===== src/rtl/uart_ctl_rx.sv =====
// rtl/uart_ctl_rx.sv - 8N1 UART receiver with '1'/'2' command decoder
//
// Deserialises 8N1 frames from uart_rx. Each completed byte goes into a one-entry buffer.
// The decoder then takes it from the buffer. ASCII CMD_INCR / CMD_DECR bytes raise a
// next/previous command on a valid/ready handshake. All other bytes are consumed and
// dropped.
//
// Ports:
//   clk        in   1  single clock, rising edge
//   rst        in   1  asynchronous active-high reset
//   uart_rx    in   1  serial line, idle high, asynchronous to clk
//   rx_data    out  8  last byte taken by the decoder
//   rx_strobe  out  1  one-cycle pulse, aligned with rx_data update
//   ctl_valid  out  1  command pending, held until accepted
//   ctl_ready  in   1  consumer accept (with ctl_valid)
//   ctl_incr   out  1  pending command is increment
//   ctl_decr   out  1  pending command is decrement

module uart_ctl_rx #(
  parameter int          CLKS_PER_BIT = 16,
  parameter logic [7:0]  CMD_INCR     = 8'h31,
  parameter logic [7:0]  CMD_DECR     = 8'h32
) (
  input  logic       clk,
  input  logic       rst,
  input  logic       uart_rx,
  output logic [7:0] rx_data,
  output logic       rx_strobe,
  output logic       ctl_valid,
  input  logic       ctl_ready,
  output logic       ctl_incr,
  output logic       ctl_decr
);

  localparam int CW = $clog2(CLKS_PER_BIT + 1);
  localparam logic [CW-1:0] HALF_M1 = CW'(CLKS_PER_BIT / 2 - 1);
  localparam logic [CW-1:0] FULL_M1 = CW'(CLKS_PER_BIT - 1);

  typedef enum logic [2:0] {
    S_IDLE,
    S_START,
    S_DATA,
    S_STOP,
    S_WAIT_HIGH
  } state_t;

  // Synchroniser and one extra stage of history for falling-edge detection.
  // All stages reset to 1 so a reset never looks like a start edge.
  logic rx_s1, rx_sync, rx_prev;

  always_ff @(posedge clk or posedge rst) begin
    if (rst) begin
      rx_s1   <= 1'b1;
      rx_sync <= 1'b1;
      rx_prev <= 1'b1;
    end else begin
      rx_s1   <= uart_rx;
      rx_sync <= rx_s1;
      rx_prev <= rx_sync;
    end
  end

  // Receiver FSM
  state_t          state, state_n;
  logic [CW-1:0]   cnt, cnt_n;
  logic [2:0]      bit_idx, bit_idx_n;
  logic [7:0]      shift, shift_n;
  logic            done_n;
  logic            frame_done;

  always_ff @(posedge clk or posedge rst) begin
    if (rst) begin
      state      <= S_IDLE;
      cnt        <= '0;
      bit_idx    <= '0;
      shift      <= '0;
      frame_done <= 1'b0;
    end else begin
      state      <= state_n;
      cnt        <= cnt_n;
      bit_idx    <= bit_idx_n;
      shift      <= shift_n;
      frame_done <= done_n;
    end
  end

  always_comb begin
    state_n   = state;
    cnt_n     = cnt + 1'b1;
    bit_idx_n = bit_idx;
    shift_n   = shift;
    done_n    = 1'b0;
    case (state)
      S_IDLE: begin
        cnt_n = '0;
        if (rx_prev && !rx_sync) begin
          state_n = S_START;
        end
      end
      S_START: begin
        // Half-bit check rejects short low glitches on an idle line.
        if (cnt == HALF_M1) begin
          cnt_n     = '0;
          bit_idx_n = '0;
          state_n   = rx_sync ? S_IDLE : S_DATA;
        end
      end
      S_DATA: begin
        if (cnt == FULL_M1) begin
          cnt_n   = '0;
          shift_n = {rx_sync, shift[7:1]};
          if (bit_idx == 3'd7) begin
            state_n = S_STOP;
          end else begin
            bit_idx_n = bit_idx + 3'd1;
          end
        end
      end
      S_STOP: begin
        if (cnt == FULL_M1) begin
          cnt_n = '0;
          if (rx_sync) begin
            done_n  = 1'b1;
            state_n = S_IDLE;
          end else begin
            state_n = S_WAIT_HIGH;
          end
        end
      end
      S_WAIT_HIGH: begin
        // Framing error: hold off until the line returns high so the
        // low stop bit is not mistaken for the next start edge.
        cnt_n = '0;
        if (rx_sync) begin
          state_n = S_IDLE;
        end
      end
      default: begin
        cnt_n   = '0;
        state_n = S_IDLE;
      end
    endcase
  end

  // One-entry byte buffer. A frame finishing while the buffer is still
  // occupied is dropped, even if the buffer is being drained that cycle.
  logic       byte_valid;
  logic [7:0] byte_buf;
  logic       take;
  logic       fire;

  assign take = byte_valid && !ctl_valid;
  assign fire = ctl_valid && ctl_ready;

  always_ff @(posedge clk or posedge rst) begin
    if (rst) begin
      byte_valid <= 1'b0;
      byte_buf   <= '0;
    end else if (frame_done && !byte_valid) begin
      byte_valid <= 1'b1;
      byte_buf   <= shift;
    end else if (take) begin
      byte_valid <= 1'b0;
    end
  end

  // Decoder and command register. take needs !ctl_valid, fire needs
  // ctl_valid, so a byte can only be consumed the cycle after acceptance.
  always_ff @(posedge clk or posedge rst) begin
    if (rst) begin
      rx_data   <= '0;
      rx_strobe <= 1'b0;
      ctl_valid <= 1'b0;
      ctl_incr  <= 1'b0;
      ctl_decr  <= 1'b0;
    end else begin
      rx_strobe <= take;
      if (take) begin
        rx_data <= byte_buf;
      end
      if (fire) begin
        ctl_valid <= 1'b0;
        ctl_incr  <= 1'b0;
        ctl_decr  <= 1'b0;
      end else if (take && byte_buf == CMD_INCR) begin
        ctl_valid <= 1'b1;
        ctl_incr  <= 1'b1;
        ctl_decr  <= 1'b0;
      end else if (take && byte_buf == CMD_DECR) begin
        ctl_valid <= 1'b1;
        ctl_incr  <= 1'b0;
        ctl_decr  <= 1'b1;
      end
    end
  end

endmodule


===== config.mk =====
export PLATFORM = sky130hd
export DESIGN_NAME = uart_ctl_rx
export DESIGN_NICKNAME = d
export VERILOG_FILES = /design/src/rtl/uart_ctl_rx.sv
export SDC_FILE = /design/constraint.sdc
export NUM_CORES = 1
export LEC_CHECK = 0
export BUFFER_PORTS_ARGS = -buffer_cell sky130_fd_sc_hd__buf_4
export CAP_MARGIN = 30
export CORE_UTILIZATION = 32
export DETAILED_ROUTE_END_ITERATION = 8
export GPL_TIMING_DRIVEN = 0
export HOLD_SLACK_MARGIN = 0.12
export PLACE_DENSITY = 0.53
export SLEW_MARGIN = 20
export SYNTH_ARGS = -nofsm -noshare
export SYNTH_HDL_FRONTEND = slang
export SYNTH_SLANG_ARGS = --single-unit

===== constraint.sdc =====
create_clock -name clk -period 1.6 [get_ports clk]
set_clock_uncertainty 0.05 [all_clocks]
set_input_delay 0.24 -clock clk [delete_from_list [all_inputs] [get_ports clk]]
set_output_delay 0.24 -clock clk [all_outputs]
set_load 0.005 [all_outputs]

; Word-level counts from Yosys, hierarchy flattened
; Cells that the tools add are included.
[op_classes]
addsub = 2
muxes = 29
n_reduce_logical = 17
eq_ne = 16
[ops]
columns = cell, count
row1 = $mux W3, 10
row2 = $eq A8 B6 Y1 const B, 2
row3 = $pmux W3 S5, 1
row4 = $ne A2 B2 Y1 const B, 7
row5 = $mux W1, 13
row6 = $mux W5, 2
row7 = $pmux W5 S2, 1
row8 = $eq A3 B2 Y1 const B, 2
row9 = $eq A3 B3 Y1 const B, 2
row10 = $logic_and A1 B1 Y1, 6
row11 = $pmux W3 S2, 1
row12 = $reduce_and A6 Y1, 1
row13 = $add A5 B1 Y5 const B, 1
row14 = $eq A5 B3 Y1 const B, 1
row15 = $eq A5 B4 Y1 const B, 1
row16 = $reduce_and A4 Y1, 1
row17 = $reduce_bool A2 Y1, 2
row18 = $add A3 B1 Y3 const B, 1
row19 = $eq A3 B1 Y1 const B, 1
row20 = $logic_not A1 Y1, 3
row21 = $logic_not A3 Y1, 1
row22 = $reduce_bool A3 Y1, 1
row23 = $mux W2, 1
row24 = $reduce_and A2 Y1, 1
row25 = $reduce_or A2 Y1, 1
[word_totals]
wordCells = 79
regBits = 44
out_inout_bits = 12
inputBits = 4

; Depth between registers and ports, before layout
[depth]
depth_word = 6
mapped_depth = 6
mapped_depth_nobuf = 5

; Worst setup path after synthesis
; Ideal clock, no wire load.
[synth_timing]
kind = flip-flop to flip-flop
from = reg cnt[0]
to = reg cnt[4]
stages_incl_launch_ff = 7
setup_time_ns = 0.077
n_path_buf = 1
arrival_time_ns = 1.484
slack_ns = -0.012
t_required_ns = 1.473
period_less_slack_ns = 1.612
path_cell_list = dfrtp_1 ha_1 clkbuf_2 nand3_1 ha_1 or3_1 a21oi_1
[synth_between]
elab_chain_cells = 3
word_cells_on_any_way = 6
cone_classes = 1 x add/sub / 2 x eq/ne / 3 x mux
[synth_lines]
columns = element, line_no
row1 = "start, declared", 65  ; logic [CW-1:0] cnt, cnt_n;
row2 = "start signal, assigned", 80  ; cnt <= cnt_n;
row3 = $add A5 B1 Y5 (tied with other cells), 89  ; cnt_n = cnt + 1'b1;
row4 = $mux W5 (on tied branches), "109, 120, 102"
row5 = $pmux W5 S2 *, 93  ; case (state)
row6 = net cnt_n[4], 65
; Mark *: on every way through the listed nets, which the timed path passes. The rest lies on a longest branch.
; A chain may end at the register's enable or synchronous reset.

; Final worst setup path
[layout_timing]
from = reg bit_idx[1]
to = reg bit_idx[0]
[layout_between]
elab_chain_cells = 3
[layout_lines]
columns = element, line_no
row1 = "start, declared", 66  ; logic [2:0] bit_idx, bit_idx_n;
row2 = "start signal, assigned", 81  ; bit_idx <= bit_idx_n;
row3 = $eq A3 B3 Y1, 112  ; if (bit_idx == 3'd7) begin
row4 = $ne A2 B2 Y1 (no line), --
row5 = $reduce_and A4 Y1 (no line), --
; No other way between the ends.

==> results.toml <==
[logic_synthesis]
synth_top_area_share_pct = 51.03
synthCells = 150
synth_fp_nets = 158
syn_area_sq_um = 2011
syn_area_per_cell_sq_um = 13.40
synthDistinctLibCells = 47
synthTopCellsByArea = "dfrtp_1 51%, mux2_2 7.3%, mux2_4 6.0%"
ys.flop_type = "dfrtp_1"
yosysMostFrequentCell = "dfrtp_1"
synth-edff-count = 0
async_reset_ff_share_pct = 100.0
synth_seq_area_share_pct = 54.95
synth_largest_area_cell = "dfrtp_1"
yosysWarnings = 0
synth-seq-cells = 44
synth_common_cells = "41 x dfrtp_1, 13 x mux2_2, 8 x mux2_4"

[placed_design]
gp_congestion = 0.7526
placed_area_sq_um = 2248
detailedPlace.worstSlack_ps = -81.47
numPlacedInstances = 241
dpl.hpwl_um = 2416
portBuffers = 15

[critical_path]
required_ps = 1730
cp_slowest_cell = "dfrtp_1"
path_class = "reg2reg"
path_cells = "ha_2 > ha_4 > and4bb_1 > o21ai_2 > mux2_4"
crit_path_start_kind = "flop"
crit_path_end_kind = "flop"
cpPeakStageDelay_ps = 390
worstPathArrival_ps = 1690
crit_fanout = 2

[final_layout]
fillCellCount = 567
ff_latch_area_sq_um = 1105
final_layout_size_suffix_gt1_share_pct = 44.44
insertedDiodeCount = 0
multi_input_area_sq_um = 882.1
syn_to_final_growth_pct = 22.65
layout.nets = 187
fin_cells = 255
utilization_pct = 41.17
design_area_sq_um = 2466

[die]
core_area_sq_um = 5991
start_util_pct = 33.56
die_w_um = 81.27
die_y_um = 81.27
io_pins = 16
rows = 28
die_area_sq_um = 6604

[flow_run]
cap_violations = 0

[power]
switchingPower_mw = 0.8624
power_density_nw_per_um2 = 1209
max-vdd-ir-drop_mv = 0.7516
p_int_mw = 2.120
p_sw_share_pct = 28.92
combPwrFrac_pct = 27.9
power_frac_seq_pct = 43.5
p_leak_nw = 1.211
pwr-share-clk_pct = 28.6

[sta]
maxSlewViolCount = 0
hold_viol = 0
timing.hold.ws_ps = 212.0
setup_viol = 0
period_share_pct = 97.19
fmax_mhz = 643.0
tightest_slew_ps = 276.2
relSlewSlack_pct = 81.57
post-route-min-period_ps = 1555
fin_ws_ps = 44.91
rsz0062_at_grt = "true"

[drt]
drc = 0
finalWirelength_um = 3356
dr_total_vias = 1226
first_iter_violations = 41
drtPass1Iterations = 4
ant_nets = 0
wl_per_cell_um = 13.16
avgViaCountPerCell = 4.808

[clock_network]
cts_root_buf = "clkbuf_8"
clock_tree.buffer_depth = 2
cts_max_level = 2
clkSlewWorstSetupHoldPaths_ps = 80
cts_buffers = 5
clk_latency_ps = 290
clock-sinks = 44
cts_tree = "built"

[global_route]
grt_max_degree = 37
grt_pass1_wl_um = 6023
track_usage_pct = 12.15
antenna_found_initial = 0
gr-total-overflow = 0
grt_pass1_vias = 1304

[status]
status = "completed"

[hold_path]
hp-class = "in2reg"
critical path, delay by kind of cell (launching register included):
| family | cells | cell delay [ps] |
|---|---|---|
| muxes | 1 | 300 |
| adders and majority gates | 2 | 360 |
| DFF | 1 | 390 |
| and+or+nand+nor | 1 | 270 |
| AOI/OAI and AO/OA | 1 | 80 |
sequential cells by signal, indices dropped and copies added (netlist names), 3 cells and up:
signal / cells
byte_buf: 8
cnt: 5
rx_data: 8
state: 3
bit_idx: 3
shift: 8
logic make-up (layout without fill, tap and decap cells):
group	Yosys count	after routing	share of synthesized area [%]
multiplexers	26	26	15.93
flip-flops	44	44	54.95
adder cells (fa/ha/maj)	4	4	2.489
XOR/XNOR	3	3	1.307
AO/OA/AOI/OAI	18	18	6.783
buffers and inverters	15	45	4.045
AND/OR/NAND/NOR	40	40	14.50
cell type report:
class | instances | area share, %
flip-flops and latches | 44 | 44.80
multi-input cells | 91 | 35.77
repair buffers | 23 | 7.864
well taps | 75 | 3.805
clock buffers | 5 | 2.790
plain buffers | 7 | 2.029
clock inverters | 3 | 1.877
inverters | 7 | 1.065
path summary, 6_finish.rpt:
kind	startpoint	endpoint	slack, ps	cells past startpoint
max reg2reg	bit_idx[1]$_DFFE_PP0P_	bit_idx[0]$_DFFE_PP0P_	40	5
min	ctl_ready	ctl_valid$_DFFE_PP0P_	210	3
max in group asynchronous	rst	rx_prev$_DFF_PP1_	620	4
min in group asynchronous	rst	bit_idx[1]$_DFFE_PP0P_	370	3
min reg2reg	rx_s1$_DFF_PP1_	rx_sync$_DFF_PP1_	310	0
max	bit_idx[1]$_DFFE_PP0P_	bit_idx[0]$_DFFE_PP0P_	40	5
per-stage QoR:
stage	setup TNS (ps)	total power, mW
2_1_floorplan	0	1.903
3_3_place_gp	-11300	2.011
3_5_place_dp	-161.5	2.045
4_1_cts	0	2.958
5_1_grt	-72.08	3.184
6_report	0	2.982
cell usage in the layout (no fill, tap or decap), types with 3 or more instances in the layout:
cell and instances:
dfrtp_1 41, nor2_1 5, dfstp_2 3, nor2b_1 4
buf_6 3, nand2_1 7, ha_4 3, mux2_4 9
buf_2 4, mux2_2 13, clkbuf_8 5, buf_4 20
inv_1 6
power groups by stage:
stage	Combinational [mW]	Sequential [mW]	Clock (mW)
6_report	0.832	1.30	0.853
5_1_grt	0.926	1.31	0.945
4_1_cts	0.777	1.29	0.890
3_5_place_dp	0.736	1.31	0
3_3_place_gp	0.706	1.31	0
2_1_floorplan	0.611	1.29	0
layer usage:
layer | share of wire [%] | track usage (%) | wire length [um] | vias up
li1 | - | - | - | 593
met1 | 45 | 14.16 | 1506 | 608
met2 | 49 | 20.42 | 1659 | 19
met3 | 4.0 | 3.820 | 134 | 6
met4 | 1.6 | 5.179 | 55 | 0
met5 | 0 | 0 | 0 | -
timing repair:
item / 4_1_cts / 5_1_grt
resized for setup: 2 / 8
pin swaps: 3 / 6
setup buffers: 3 / 2
endpoints found under the hold margin: 42 / 0
cloned: 0 / 0
endpoints found under the setup margin: 2 / 4
hold buffers: 2 / 0
(Power assumes the default switching activity.)
